File: src/rtl/hazard_ctrl_if.sv
// Hazard controller bundle: D/E/M/W-stage hazard inputs plus the
// forwarding, stall and flush controls returned to the pipeline.
// master = pipeline side (drives stage info), slave = hazard_ctrl.
interface hazard_ctrl_if;
    logic [4:0]  A1_D;
    logic [4:0]  A2_D;
    logic [1:0]  Tuse_rs_D;
    logic [1:0]  Tuse_rt_D;
    logic        md_D;
    logic        eret_D;
    logic [4:0]  A3_E;
    logic [4:0]  A3_M;
    logic [4:0]  A3_W;
    logic        regWrite_E;
    logic        regWrite_M;
    logic        regWrite_W;
    logic [1:0]  Tnew_E;
    logic [1:0]  Tnew_M;
    logic        mtc0_epc_E;
    logic        mtc0_epc_M;
    logic        start_E;
    logic        div_E;
    logic        req;
    logic [1:0]  RD1_sel;
    logic [1:0]  RD2_sel;
    logic        stall;
    logic        flush_E;
    logic        busy;
    logic [15:0] stall_cnt;

    modport master (
        output A1_D, A2_D, Tuse_rs_D, Tuse_rt_D, md_D, eret_D,
        output A3_E, A3_M, A3_W, regWrite_E, regWrite_M, regWrite_W,
        output Tnew_E, Tnew_M, mtc0_epc_E, mtc0_epc_M,
        output start_E, div_E, req,
        input  RD1_sel, RD2_sel, stall, flush_E, busy, stall_cnt
    );

    modport slave (
        input  A1_D, A2_D, Tuse_rs_D, Tuse_rt_D, md_D, eret_D,
        input  A3_E, A3_M, A3_W, regWrite_E, regWrite_M, regWrite_W,
        input  Tnew_E, Tnew_M, mtc0_epc_E, mtc0_epc_M,
        input  start_E, div_E, req,
        output RD1_sel, RD2_sel, stall, flush_E, busy, stall_cnt
    );
endinterface

File: src/rtl/hazard_ctrl.sv
// Pipeline hazard controller: combinational D-stage forwarding selects,
// data/MDU/EPC stall generation, exception flush and a multiply/divide
// busy tracker. Optional stall statistics counter enabled by defining
// HAZARD_STALL_STAT_EN; otherwise stall_cnt is tied to zero.
module hazard_ctrl (
    input  logic         clk,
    input  logic         reset,
    hazard_ctrl_if.slave hz
);
    localparam logic [3:0] MUL_CYCLES = 4'd5;
    localparam logic [3:0] DIV_CYCLES = 4'd10;
    localparam logic [1:0] SEL_M      = 2'b10;
    localparam logic [1:0] SEL_W      = 2'b01;
    localparam logic [1:0] SEL_GRF    = 2'b00;
    localparam logic [1:0] TUSE_NONE  = 2'd3;

    logic [3:0] busy_cnt_q;
    logic [3:0] busy_cnt_d;
    logic [1:0] rd1_sel;
    logic [1:0] rd2_sel;
    logic       hazard_rs;
    logic       hazard_rt;
    logic       mdu_busy;
    logic       stall_raw;
    logic       flush_raw;

    // Operand source: M-stage result only once it is actually produced
    // (Tnew_M==0); W always holds a finished value. $0 never forwards.
    function automatic logic [1:0] fwd_sel(
        input logic [4:0] addr,
        input logic       rw_m,
        input logic [4:0] a3_m,
        input logic [1:0] tnew_m,
        input logic       rw_w,
        input logic [4:0] a3_w
    );
        logic [1:0] sel;
        sel = SEL_GRF;
        if (addr != 5'd0 && rw_m && a3_m == addr && tnew_m == 2'd0) begin
            sel = SEL_M;
        end else if (addr != 5'd0 && rw_w && a3_w == addr) begin
            sel = SEL_W;
        end
        return sel;
    endfunction

    // An operand stalls when a producer in E or M cannot deliver in time.
    // Tuse==3 marks an unused operand and can never stall.
    function automatic logic operand_hazard(
        input logic [4:0] addr,
        input logic [1:0] tuse,
        input logic       rw_e,
        input logic [4:0] a3_e,
        input logic [1:0] tnew_e,
        input logic       rw_m,
        input logic [4:0] a3_m,
        input logic [1:0] tnew_m
    );
        logic hit_e;
        logic hit_m;
        hit_e = rw_e && a3_e == addr && tnew_e > tuse;
        hit_m = rw_m && a3_m == addr && tnew_m > tuse;
        return (tuse != TUSE_NONE) && (addr != 5'd0) && (hit_e || hit_m);
    endfunction

    // Forwarding and stall decode from the current stage snapshot.
    always_comb begin
        rd1_sel   = fwd_sel(hz.A1_D, hz.regWrite_M, hz.A3_M, hz.Tnew_M,
                            hz.regWrite_W, hz.A3_W);
        rd2_sel   = fwd_sel(hz.A2_D, hz.regWrite_M, hz.A3_M, hz.Tnew_M,
                            hz.regWrite_W, hz.A3_W);
        hazard_rs = operand_hazard(hz.A1_D, hz.Tuse_rs_D, hz.regWrite_E,
                                   hz.A3_E, hz.Tnew_E, hz.regWrite_M,
                                   hz.A3_M, hz.Tnew_M);
        hazard_rt = operand_hazard(hz.A2_D, hz.Tuse_rt_D, hz.regWrite_E,
                                   hz.A3_E, hz.Tnew_E, hz.regWrite_M,
                                   hz.A3_M, hz.Tnew_M);
        mdu_busy  = hz.start_E || (busy_cnt_q != 4'd0);
        stall_raw = (hazard_rs || hazard_rt
                     || (hz.md_D && mdu_busy)
                     || (hz.eret_D && (hz.mtc0_epc_E || hz.mtc0_epc_M)))
                    && !hz.req;
        flush_raw = stall_raw || hz.req;
    end

    // Outputs are forced quiet while reset is held, independent of clk.
    always_comb begin
        hz.RD1_sel = reset ? rd1_sel   : SEL_GRF;
        hz.RD2_sel = reset ? rd2_sel   : SEL_GRF;
        hz.stall   = reset & stall_raw;
        hz.flush_E = reset & flush_raw;
        hz.busy    = reset & mdu_busy;
    end

    // Busy counter next state: exception clears it, a running operation
    // counts down and ignores new starts, an idle unit loads on start.
    always_comb begin
        busy_cnt_d = busy_cnt_q;
        if (hz.req) begin
            busy_cnt_d = 4'd0;
        end else if (busy_cnt_q != 4'd0) begin
            busy_cnt_d = busy_cnt_q - 4'd1;
        end else if (hz.start_E) begin
            busy_cnt_d = hz.div_E ? DIV_CYCLES : MUL_CYCLES;
        end
    end

    // Busy counter register; reset aborts any in-flight operation.
    always_ff @(posedge clk or negedge reset) begin
        if (!reset) begin
            busy_cnt_q <= 4'd0;
        end else begin
            busy_cnt_q <= busy_cnt_d;
        end
    end

`ifdef HAZARD_STALL_STAT_EN
    logic [15:0] stall_cnt_q;
    logic [15:0] stall_cnt_d;

    // Saturating count of stalled cycles.
    always_comb begin
        stall_cnt_d = stall_cnt_q;
        if (stall_raw && stall_cnt_q != 16'hFFFF) begin
            stall_cnt_d = stall_cnt_q + 16'd1;
        end
    end

    // Statistics register; only reset clears it.
    always_ff @(posedge clk or negedge reset) begin
        if (!reset) begin
            stall_cnt_q <= 16'd0;
        end else begin
            stall_cnt_q <= stall_cnt_d;
        end
    end

    assign hz.stall_cnt = stall_cnt_q;
`else
    assign hz.stall_cnt = 16'd0;
`endif

endmodule
File: src/flat_wrapper.sv
// flat-port wrapper written by rule: the top's interface ports become plain ports
module hazard_ctrl_flat 
  (clk, reset, hz_A1_D, hz_A2_D, hz_Tuse_rs_D, hz_Tuse_rt_D, hz_md_D, hz_eret_D, hz_A3_E, hz_A3_M, hz_A3_W, hz_regWrite_E, hz_regWrite_M, hz_regWrite_W, hz_Tnew_E, hz_Tnew_M, hz_mtc0_epc_E, hz_mtc0_epc_M, hz_start_E, hz_div_E, hz_req, hz_RD1_sel, hz_RD2_sel, hz_stall, hz_flush_E, hz_busy, hz_stall_cnt);
  hazard_ctrl_if hz_i ();
  input  logic clk;
  input  logic reset;
  input wire logic [$bits(hz_i.A1_D)-1:0] hz_A1_D;
  input wire logic [$bits(hz_i.A2_D)-1:0] hz_A2_D;
  input wire logic [$bits(hz_i.Tuse_rs_D)-1:0] hz_Tuse_rs_D;
  input wire logic [$bits(hz_i.Tuse_rt_D)-1:0] hz_Tuse_rt_D;
  input wire logic [$bits(hz_i.md_D)-1:0] hz_md_D;
  input wire logic [$bits(hz_i.eret_D)-1:0] hz_eret_D;
  input wire logic [$bits(hz_i.A3_E)-1:0] hz_A3_E;
  input wire logic [$bits(hz_i.A3_M)-1:0] hz_A3_M;
  input wire logic [$bits(hz_i.A3_W)-1:0] hz_A3_W;
  input wire logic [$bits(hz_i.regWrite_E)-1:0] hz_regWrite_E;
  input wire logic [$bits(hz_i.regWrite_M)-1:0] hz_regWrite_M;
  input wire logic [$bits(hz_i.regWrite_W)-1:0] hz_regWrite_W;
  input wire logic [$bits(hz_i.Tnew_E)-1:0] hz_Tnew_E;
  input wire logic [$bits(hz_i.Tnew_M)-1:0] hz_Tnew_M;
  input wire logic [$bits(hz_i.mtc0_epc_E)-1:0] hz_mtc0_epc_E;
  input wire logic [$bits(hz_i.mtc0_epc_M)-1:0] hz_mtc0_epc_M;
  input wire logic [$bits(hz_i.start_E)-1:0] hz_start_E;
  input wire logic [$bits(hz_i.div_E)-1:0] hz_div_E;
  input wire logic [$bits(hz_i.req)-1:0] hz_req;
  output wire logic [$bits(hz_i.RD1_sel)-1:0] hz_RD1_sel;
  output wire logic [$bits(hz_i.RD2_sel)-1:0] hz_RD2_sel;
  output wire logic [$bits(hz_i.stall)-1:0] hz_stall;
  output wire logic [$bits(hz_i.flush_E)-1:0] hz_flush_E;
  output wire logic [$bits(hz_i.busy)-1:0] hz_busy;
  output wire logic [$bits(hz_i.stall_cnt)-1:0] hz_stall_cnt;
  assign hz_i.A1_D = hz_A1_D;
  assign hz_i.A2_D = hz_A2_D;
  assign hz_i.Tuse_rs_D = hz_Tuse_rs_D;
  assign hz_i.Tuse_rt_D = hz_Tuse_rt_D;
  assign hz_i.md_D = hz_md_D;
  assign hz_i.eret_D = hz_eret_D;
  assign hz_i.A3_E = hz_A3_E;
  assign hz_i.A3_M = hz_A3_M;
  assign hz_i.A3_W = hz_A3_W;
  assign hz_i.regWrite_E = hz_regWrite_E;
  assign hz_i.regWrite_M = hz_regWrite_M;
  assign hz_i.regWrite_W = hz_regWrite_W;
  assign hz_i.Tnew_E = hz_Tnew_E;
  assign hz_i.Tnew_M = hz_Tnew_M;
  assign hz_i.mtc0_epc_E = hz_mtc0_epc_E;
  assign hz_i.mtc0_epc_M = hz_mtc0_epc_M;
  assign hz_i.start_E = hz_start_E;
  assign hz_i.div_E = hz_div_E;
  assign hz_i.req = hz_req;
  assign hz_RD1_sel = hz_i.RD1_sel;
  assign hz_RD2_sel = hz_i.RD2_sel;
  assign hz_stall = hz_i.stall;
  assign hz_flush_E = hz_i.flush_E;
  assign hz_busy = hz_i.busy;
  assign hz_stall_cnt = hz_i.stall_cnt;
  hazard_ctrl u_core (.clk(clk), .reset(reset), .hz(hz_i));
endmodule
File: config.mk
export PLATFORM = sky130hd
export DESIGN_NAME = hazard_ctrl_flat
export DESIGN_NICKNAME = d
export VERILOG_FILES = /design/src/rtl/hazard_ctrl_if.sv /design/src/rtl/hazard_ctrl.sv /design/src/flat_wrapper.sv
export SDC_FILE = /design/constraint.sdc
export NUM_CORES = 1
export LEC_CHECK = 0
export CORE_ASPECT_RATIO = 0.7
export CORE_MARGIN = 2
export CORE_UTILIZATION = 45
export DETAILED_ROUTE_END_ITERATION = 10
export DONT_BUFFER_PORTS = 1
export GPL_TIMING_DRIVEN = 0
export HOLD_SLACK_MARGIN = 0.03
export PLACE_DENSITY = 0.64
export REMOVE_ABC_BUFFERS = 1
export SLEW_MARGIN = 10
export SYNTH_ARGS = -nofsm -noshare
export SYNTH_HDL_FRONTEND = slang
export SYNTH_SLANG_ARGS = --single-unit
File: constraint.sdc
create_clock -name clk -period 2.1 [get_ports clk]
set_clock_uncertainty 0.05 [all_clocks]
set_input_delay 0.315 -clock clk [delete_from_list [all_inputs] [get_ports clk]]
set_output_delay 0.315 -clock clk [all_outputs]
set_load 0.02 [all_outputs]
Yosys cells after proc, flatten, opt, wreduce, memory -nomap -nowiden --
Cells that the tools add are included. Widths: inputs -> output; s select.
Storage, ports and cells: input port bits 45, word-level logic and storage cells 66, flip-flop bits (word level) 4, output and inout bits 23
Operators by class: add/sub/neg operators 1, reductions and logical operators 39, eq/ne operators 8, magnitude comparators 4, bitwise gates (word level) 3, multiplexer cells 10
Operators by type and width (count):
- $eq 5x5->1 | 6
- $logic_and 1x1->1 | 25
- $mux 4 | 4
- $reduce_bool 5->1 | 2
- $gt 2x2->1 | 4
- $logic_or 1x1->1 | 8
- $mux 2 | 4
- $ne 2x2->1 const B | 2
- $reduce_bool 4->1 | 1
- $sub 4x1->4 const B | 1
- $and 1x1->1 | 3
- $reduce_bool 3->1 | 1
- $logic_not 2->1 | 1
- $mux 1 | 2
- $logic_not 1->1 | 1

Depth between registers and ports, before layout --
Gate-level depths: netlist of the first run.
word-level depth 11, depth in mapped cells 8, gate-level depth less buffers 7

Worst setup path after synthesis of the first run --
OpenSTA, ideal clock, no wires.
path type input to output, start point input port hz_A1_D[3], end point output port hz_RD1_sel[0], data arrival time 1.965 ns, cell stages on the path 4, path slack -0.230 ns, required time 1.735 ns, buffers on the path 0, cell sequence or4_1 -> nor2_2 -> nor3_1 -> a2111oi_1
On the way: longest elaborated chain between the ends 6, elaborated cells on any way between the ends 11, those cells by class 2 x eq/ne; 3 x mux; 6 x reduce/logical
Ends and longest elaborated chain:
- start, declared | line flat_wrapper.sv:7 | input wire logic [$bits(hz_i.A1_D)-1:0] hz_A1_D;
- $reduce_bool 5->1 | line hazard_ctrl.sv:39, hazard_ctrl.sv:41
- $logic_and 1x1->1 (on tied branches) (2 in series) | line hazard_ctrl.sv:41, hazard_ctrl.sv:39
- $mux 1 / $logic_and 1x1->1 (equally long branches) | line hazard_ctrl.sv:41, hazard_ctrl.sv:39
- $mux 2 * | line hazard_ctrl.sv:39 | if (addr != 5'd0 && rw_m && a3_m == addr && tnew_m == 2'd0) begin
- $mux 2 * | line hazard_ctrl.sv:88 | hz.RD1_sel = reset ? rd1_sel : SEL_GRF;
- end, declared | line flat_wrapper.sv:26 | output wire logic [$bits(hz_i.RD1_sel)-1:0] hz_RD1_sel;
Mark *: on every way between the ends. The rest lies on a longest branch, timed or not.

Final worst setup path of the first run --
start point register u_core.busy_cnt_q[0], end point output port hz_flush_E
On the way: longest elaborated chain between the ends 8
Ends and longest elaborated chain:
- start, declared | line hazard_ctrl.sv:17 | logic [3:0] busy_cnt_q;
- start signal, assigned | line hazard_ctrl.sv:113 | busy_cnt_q <= busy_cnt_d;
- $reduce_bool 4->1 | line hazard_ctrl.sv:78 | mdu_busy = hz.start_E || (busy_cnt_q != 4'd0);
- $logic_or 1x1->1 | line hazard_ctrl.sv:78
- $logic_and 1x1->1 | line hazard_ctrl.sv:80 | || (hz.md_D && mdu_busy)
- $logic_or 1x1->1 | line hazard_ctrl.sv:80
- $logic_or 1x1->1 | line hazard_ctrl.sv:81 | || (hz.eret_D && (hz.mtc0_epc_E || hz.mtc0_epc_M)))
- $logic_and 1x1->1 | line hazard_ctrl.sv:82 | && !hz.req;
- $logic_or 1x1->1 | line hazard_ctrl.sv:83 | flush_raw = stall_raw || hz.req;
- $and 1x1->1 | line hazard_ctrl.sv:91 | hz.flush_E = reset & flush_raw;
- end, declared | line flat_wrapper.sv:29 | output wire logic [$bits(hz_i.flush_E)-1:0] hz_flush_E;
Every way passes these cells.

==> impl_metrics.ini, run 1 <==
[pwr]
p_int_mw = 0.4264
totalPowerFinal_mw = 0.7434
max-vdd-ir-drop_mv = 0.2777
leakage_nw = 0.4507
switchingPower_mw = 0.3170
powerDensity_nw_per_um2 = 633.5
combPwrFrac = 0.677
pwr-share-seq = 0.197
swShare = 0.4264
p_clk_frac = 0.126

[setup_path]
criticalPathCategory = flip-flop to primary output
crit_cells = 7
r2r_end = u_core.busy_cnt_q[0]
reg2reg_slack_ns = 0.26
path_buf_inv = 1
crit_fanout = 3
worstPathRequired_ns = 1.74
path_cells = inv_2 -> ha_4 -> or3b_4 -> o21ai_2 -> nand2_2 -> a2111oi_4 -> a21boi_2
slowest_delay_ns = 0.40
startpoint = u_core.busy_cnt_q[0]
r2r-start = u_core.busy_cnt_q[0]
critPathLaunchType = flip-flop
crit_family = compound AO/OA/AOI/OAI gates
ff2ff_path_depth = 8
cp-end-kind = primary output
cpMaxStageDelayCell = dfrtp_1
arrival_ns = 1.97

[timing]
relSlewSlack = 0.2231
setup-violations-final = 2
worst_pin_slew_ns = 1.162
rsz0062_at_grt = true
hold_viol = 0
period_share = 1.112
slew_violations = 0
fin_ws_ns = -0.2359
fmaxAchievable_mhz = 428.1
min_period_ns = 2.336

[layout]
fin_nets = 201
fillers = 223
antenna_cells = 0
max_flop_register = u_core.busy_cnt_q
largest_register_ffs = 4
final_layout_size_suffix_gt1_frac = 0.1597
top_regs = u_core.busy_cnt_q x4
syn_to_final_growth_pct = 11.80
stdcell_count = 176

[floorplan]
num_rows = 14
coreArea_um2 = 2172
fp.dieW_um = 61.73
initial_core_util = 0.4833
ios = 68
die_h_um = 44.41
dieArea_um2 = 2741

[routing]
first_pass_iters = 4
routed_wirelength_um = 2775
dr.first_iter.drc_count = 27
wl_per_cell_um = 15.77
drc = 0
ant_nets = 0
viasPerCell = 5.557
vias = 978

[synthesis]
netlist_instances = 137
synth_cell_types = 37
synth_area_um2 = 1050
postSynthAreaPerCell_um2 = 7.662
yosysWarnings = 0
yosys-top-cells-area = xnor2_1, ha_1, buf_4, dfrtp_1, a21oi_1
ys_seq_area_frac = 0.09535
synth_top_area_share = 0.2336
synth_seq_cells = 4
yosysTopAreaCell = xnor2_1

[clock_tree]
cts_tree = done
clock_path_buffers = 2
cts.sinks = 4
cts_buffers = 3
htree_levels = 1
cts-root-buf = clkbuf_4
clkTransAtPathRegs_ns = 0.04
clk_latency_ns = 0.23

[global_route]
grt_max_degree = 9
antenna_found_initial = 0
grt_usage = 0.2014
grt_overflow_total = 0
grt_pass1_wl_um = 4250
grt_pass1_vias = 909

[min_path]
min-delay-path-class = primary input to flip-flop
whs_endpoint = u_core.busy_cnt_q[3]
hp-start = hz_req
hold_depth = 1

[place]
hpwl_um = 2228
finalWeightedCongestion = 0.8162
io_buffers = 0
numPlacedInstances = 166

[run]
cap_violations = 0

[status]
violations = setup timing
outcome = complete, but fails checks
-- layer usage --
metal / track usage / vias up / wire length, um
li1: - / 462 / -
met5: 0 / - / 0
met3: 0.05263 / 0 / 281
met4: 0.02979 / 0 / 0
met1: 0.2787 / 459 / 1227
met2: 0.3221 / 57 / 1266
-- cell type report --
class                      count  area (um2)  area share
clock buffer                   3       22.52     0.01919
inverter                       9       33.78     0.02878
multi-input combinational    121       922.1      0.7857
sequential                     4       100.1     0.08529
tap                           32       40.04     0.03412
timing repair buffer           7       55.05     0.04691
-- timing repair --
| item | in CTS | in global routing |
|---|---|---|
| resized for setup | 11 | 5 |
| setup buffers | 3 | 3 |
| pin swaps | 4 | 2 |
| endpoints found under the hold margin | 4 | 0 |
| endpoints found under the setup margin | 3 | 3 |
| gates cloned | 0 | 0 |
| hold buffers | 1 | 0 |
-- synth_stat cells (all sizes together) --
cell and number:
and3 1, ha 10, conb 1, buf 16
a21boi 2, o21a 1, inv 9, clkbuf 2
a221oi 1, dfrtp 4, o31ai 1, nand2 8
nand3 3, nor2 7, o2111ai 1, a31oi 1
a211oi 3, nand2b 3, nand4 5, a21oi 8
or3 1, and4b 1, xnor2 28, nor3 4
o21ai 4, or4 2, xor2 2, or3b 1
nor2b 2, a2111oi 4, nor4 1
-- worst max-delay path by stage --
stage	to
after floorplan	hz_RD1_sel[0]
after global placement	hz_RD1_sel[0]
after detailed placement	hz_RD1_sel[0]
after CTS	hz_stall
after global routing	hz_flush_E
final	hz_flush_E
-- layout by cell type (no fill, tap or decap), drive strengths merged --
cell	count
a21boi	2
a21oi	8
or3	1
dfrtp	4
a221oi	1
nand4	5
and4b	1
a211oi	3
inv	9
nor2	7
buf	6
conb	16
nand2	8
nor4	1
or3b	1
o21a	1
ha	10
or4	2
clkbuf	3
nor2b	2
nor3	4
xor2	2
dlygate4sd3	1
a31oi	1
o21ai	4
and3	1
o2111ai	1
a2111oi	4
nand3	3
o31ai	1
nand2b	3
xnor2	28
-- worst register-to-register path: cells and delay by family, from the launching register on --
kind                     cells  cell delay, ns
AND/OR/NAND/NOR              3            0.50
adder cells (fa/ha/maj)      1            0.14
flip-flops                   1            0.40
buffers and inverters        2            0.27
AO/OA/AOI/OAI                2            0.37
-- power by group through the flow --
stage | Clock [mW] | Sequential (mW) | Combinational [mW]
final | 0.0935 | 0.147 | 0.503
after global routing | 0.103 | 0.150 | 0.553
after CTS | 0.0960 | 0.142 | 0.435
after detailed placement | 0 | 0.146 | 0.341
after global placement | 0 | 0.145 | 0.328
after floorplan | 0 | 0.134 | 0.294
-- metrics by stage --
stage                       util  worst slack [ns]  cell area [um2]  TNS (ns)  hold WS (ns)
after global routing      0.5403           -0.3074             1174   -0.5698       0.08705
after floorplan                -           -0.2298            978.4   -0.4062      -0.03059
final                     0.5403           -0.2359             1174   -0.4275       0.09250
after CTS                 0.5190           -0.1810             1127   -0.3608       0.08820
after detailed placement  0.4695           -0.4302             1020    -1.059      -0.03045
after global placement    0.4689           -0.4306             1018    -1.207      -0.03043
-- cells by family after synthesis --
family,share of synthesized area
adder cells (fa/ha/maj),0.1192
flip-flops,0.09536
AO/OA/AOI/OAI,0.1752
buffers and inverters,0.1538
XOR/XNOR,0.2503
other,0.003572
AND/OR/NAND/NOR,0.2026
Power figures use the tool's default switching activity.
==> inputs of run 2 (changes only) <==
Settings changed: CORE_ASPECT_RATIO 0.7 to not set, CORE_UTILIZATION 45 to 57, PLACE_DENSITY 0.64 to 0.77.
==> impl_metrics.ini, run 2 (synthesized netlist as in run 1, its figures left out) <==
[status]
outcome = complete, but fails checks
violations = setup timing

[place]
post_dp_cell_area_um2 = 1011
finalWeightedCongestion = 0.8616
io_buffers = 0
hpwl_um = 2064
post-place-ws_ns = -0.4385

[floorplan]
coreArea_um2 = 1727
die_h_um = 46.92
ios = 68
fp.dieW_um = 46.92
num_rows = 15
initial_core_util = 0.6080
dieArea_um2 = 2201

[timing]
relSlewSlack = 0.2894
period_share = 1.083
slew_violations = 0
worst_pin_slew_ns = 1.063
hold_viol = 0
fin_ws_ns = -0.1742
min_period_ns = 2.274
rsz0062_at_grt = true
timing.setup.tns_ns = -0.3477
setup-violations-final = 2
fmaxAchievable_mhz = 439.7

[setup_path]
path_cells = inv_2 -> ha_4 -> or3b_4 -> o21ai_2 -> nand2_2 -> a2111oi_4 -> a21boi_2
criticalPathCategory = flip-flop to primary output
critPathLaunchType = flip-flop
cpMaxStageDelayCell = dfrtp_1
crit_fanout = 2
path_buf_inv = 1
crit_family = compound AO/OA/AOI/OAI gates
cp-end-kind = primary output
slowest_delay_ns = 0.38
worstPathRequired_ns = 1.74
arrival_ns = 1.91

[routing]
wl_per_cell_um = 15.12
viasPerCell = 5.789
vias = 990
routed_wirelength_um = 2585
dr.first_iter.drc_count = 28
first_pass_iters = 4
ant_nets = 0
drc = 0

[run]
cap_violations = 0

[clock_tree]
cts_buffers = 3
cts.sinks = 4
clkTransAtPathRegs_ns = 0.04
clk_latency_ns = 0.25
cts-root-buf = clkbuf_4
clock_path_buffers = 2
htree_levels = 1
cts_tree = done

[layout]
fin_nets = 203
syn_to_final_growth_pct = 11.68
final_area_um2 = 1172
antenna_cells = 0
fin_util = 0.6790
final_layout_size_suffix_gt1_frac = 0.1712
largest_register_ffs = 4
regArea_um2 = 100.1
final_common_cell = xnor2_1
fillers = 141
max_flop_register = u_core.busy_cnt_q
top_regs = u_core.busy_cnt_q x4
multi_input_area_um2 = 914.6
final_cell_mix = xnor2_1, conb_1, ha_1

[global_route]
grt_usage = 0.2459
antenna_found_initial = 0
grt_pass1_vias = 935
grt_max_degree = 9
grt_pass1_wl_um = 3788
grt_overflow_total = 0

[min_path]
min-delay-path-class = primary input to flip-flop

[pwr]
leakage_nw = 0.4590
powerDensity_nw_per_um2 = 640.9
max-vdd-ir-drop_mv = 0.6832
run 2: worst reg2reg max path, stage by stage, from the launching register on:
cell     delay [ns]
dfrtp_1        0.38
inv_2          0.09
ha_4           0.14
or3b_4         0.38
buf_4          0.16
a21oi_1        0.17
nor2_1         0.06
a21oi_1        0.11
nor2_1         0.05
run 2: metal layers:
layer,routed length (um),vias up,part of all wire,global-route usage
li1,-,468,-,-
met1,1024,457,0.40,0.2685
met2,1268,59,0.49,0.4356
met3,246,6,0.095,0.08077
met4,45,0,0.017,0.1000
met5,0,-,0,0
run 2: final timing paths:
path,startpoint,end,slack [ns],depth (start not counted)
worst max-delay path,u_core.busy_cnt_q[1],hz_flush_E,-0.17,7
worst min-delay path,hz_req,u_core.busy_cnt_q[0],0.08,1
worst max register to register,u_core.busy_cnt_q[1],u_core.busy_cnt_q[0],0.41,8
worst min register to register,u_core.busy_cnt_q[3],u_core.busy_cnt_q[3],0.53,2
max in group asynchronous,reset,u_core.busy_cnt_q[3],1.51,1
min in group asynchronous,reset,u_core.busy_cnt_q[1],0.30,1
run 2: repair_timing:
| action | in CTS | in global routing |
|---|---|---|
| buffers inserted | 6 | 2 |
| pin swaps | 7 | 3 |
| endpoints found under the hold margin | 4 | 0 |
| gates resized for setup | 12 | 3 |
| hold buffers | 1 | 0 |
| setup endpoints to repair | 3 | 3 |
run 2: metrics by stage:
| step | power [mW] | hold WS (ns) | cells |
|---|---|---|---|
| after CTS | 0.7087 | 0.07926 | 169 |
| final | 0.7514 | 0.07980 | 171 |
| after global placement | 0.4664 | -0.03045 | 159 |
| after global routing | 0.8050 | 0.07295 | 171 |
| after floorplan | 0.4283 | -0.03059 | 134 |
| after detailed placement | 0.4820 | -0.03048 | 159 |
run 2: area by class of cell:
type,instances,share of cell area
multi-input cells,121,0.7802
flip-flops and latches,4,0.08538
repair buffers,9,0.05977
inverters,9,0.02882
well taps,25,0.02668
clock buffers,3,0.01921
run 2: power by group:
group	leakage (nW)	switching, mW	internal [mW]	total, mW
Clock	0.0138	0.0424	0.0647	0.107
Combinational	0.394	0.246	0.259	0.505
Sequential	0.0517	0.0286	0.111	0.139
Total	0.459	0.317	0.434	0.751
==> inputs of run 3 (changes only) <==
Settings changed: CAP_MARGIN set to 20.
==> results of run 3 <==
The final DEF is identical to that of run 2; final timing and power are the same.
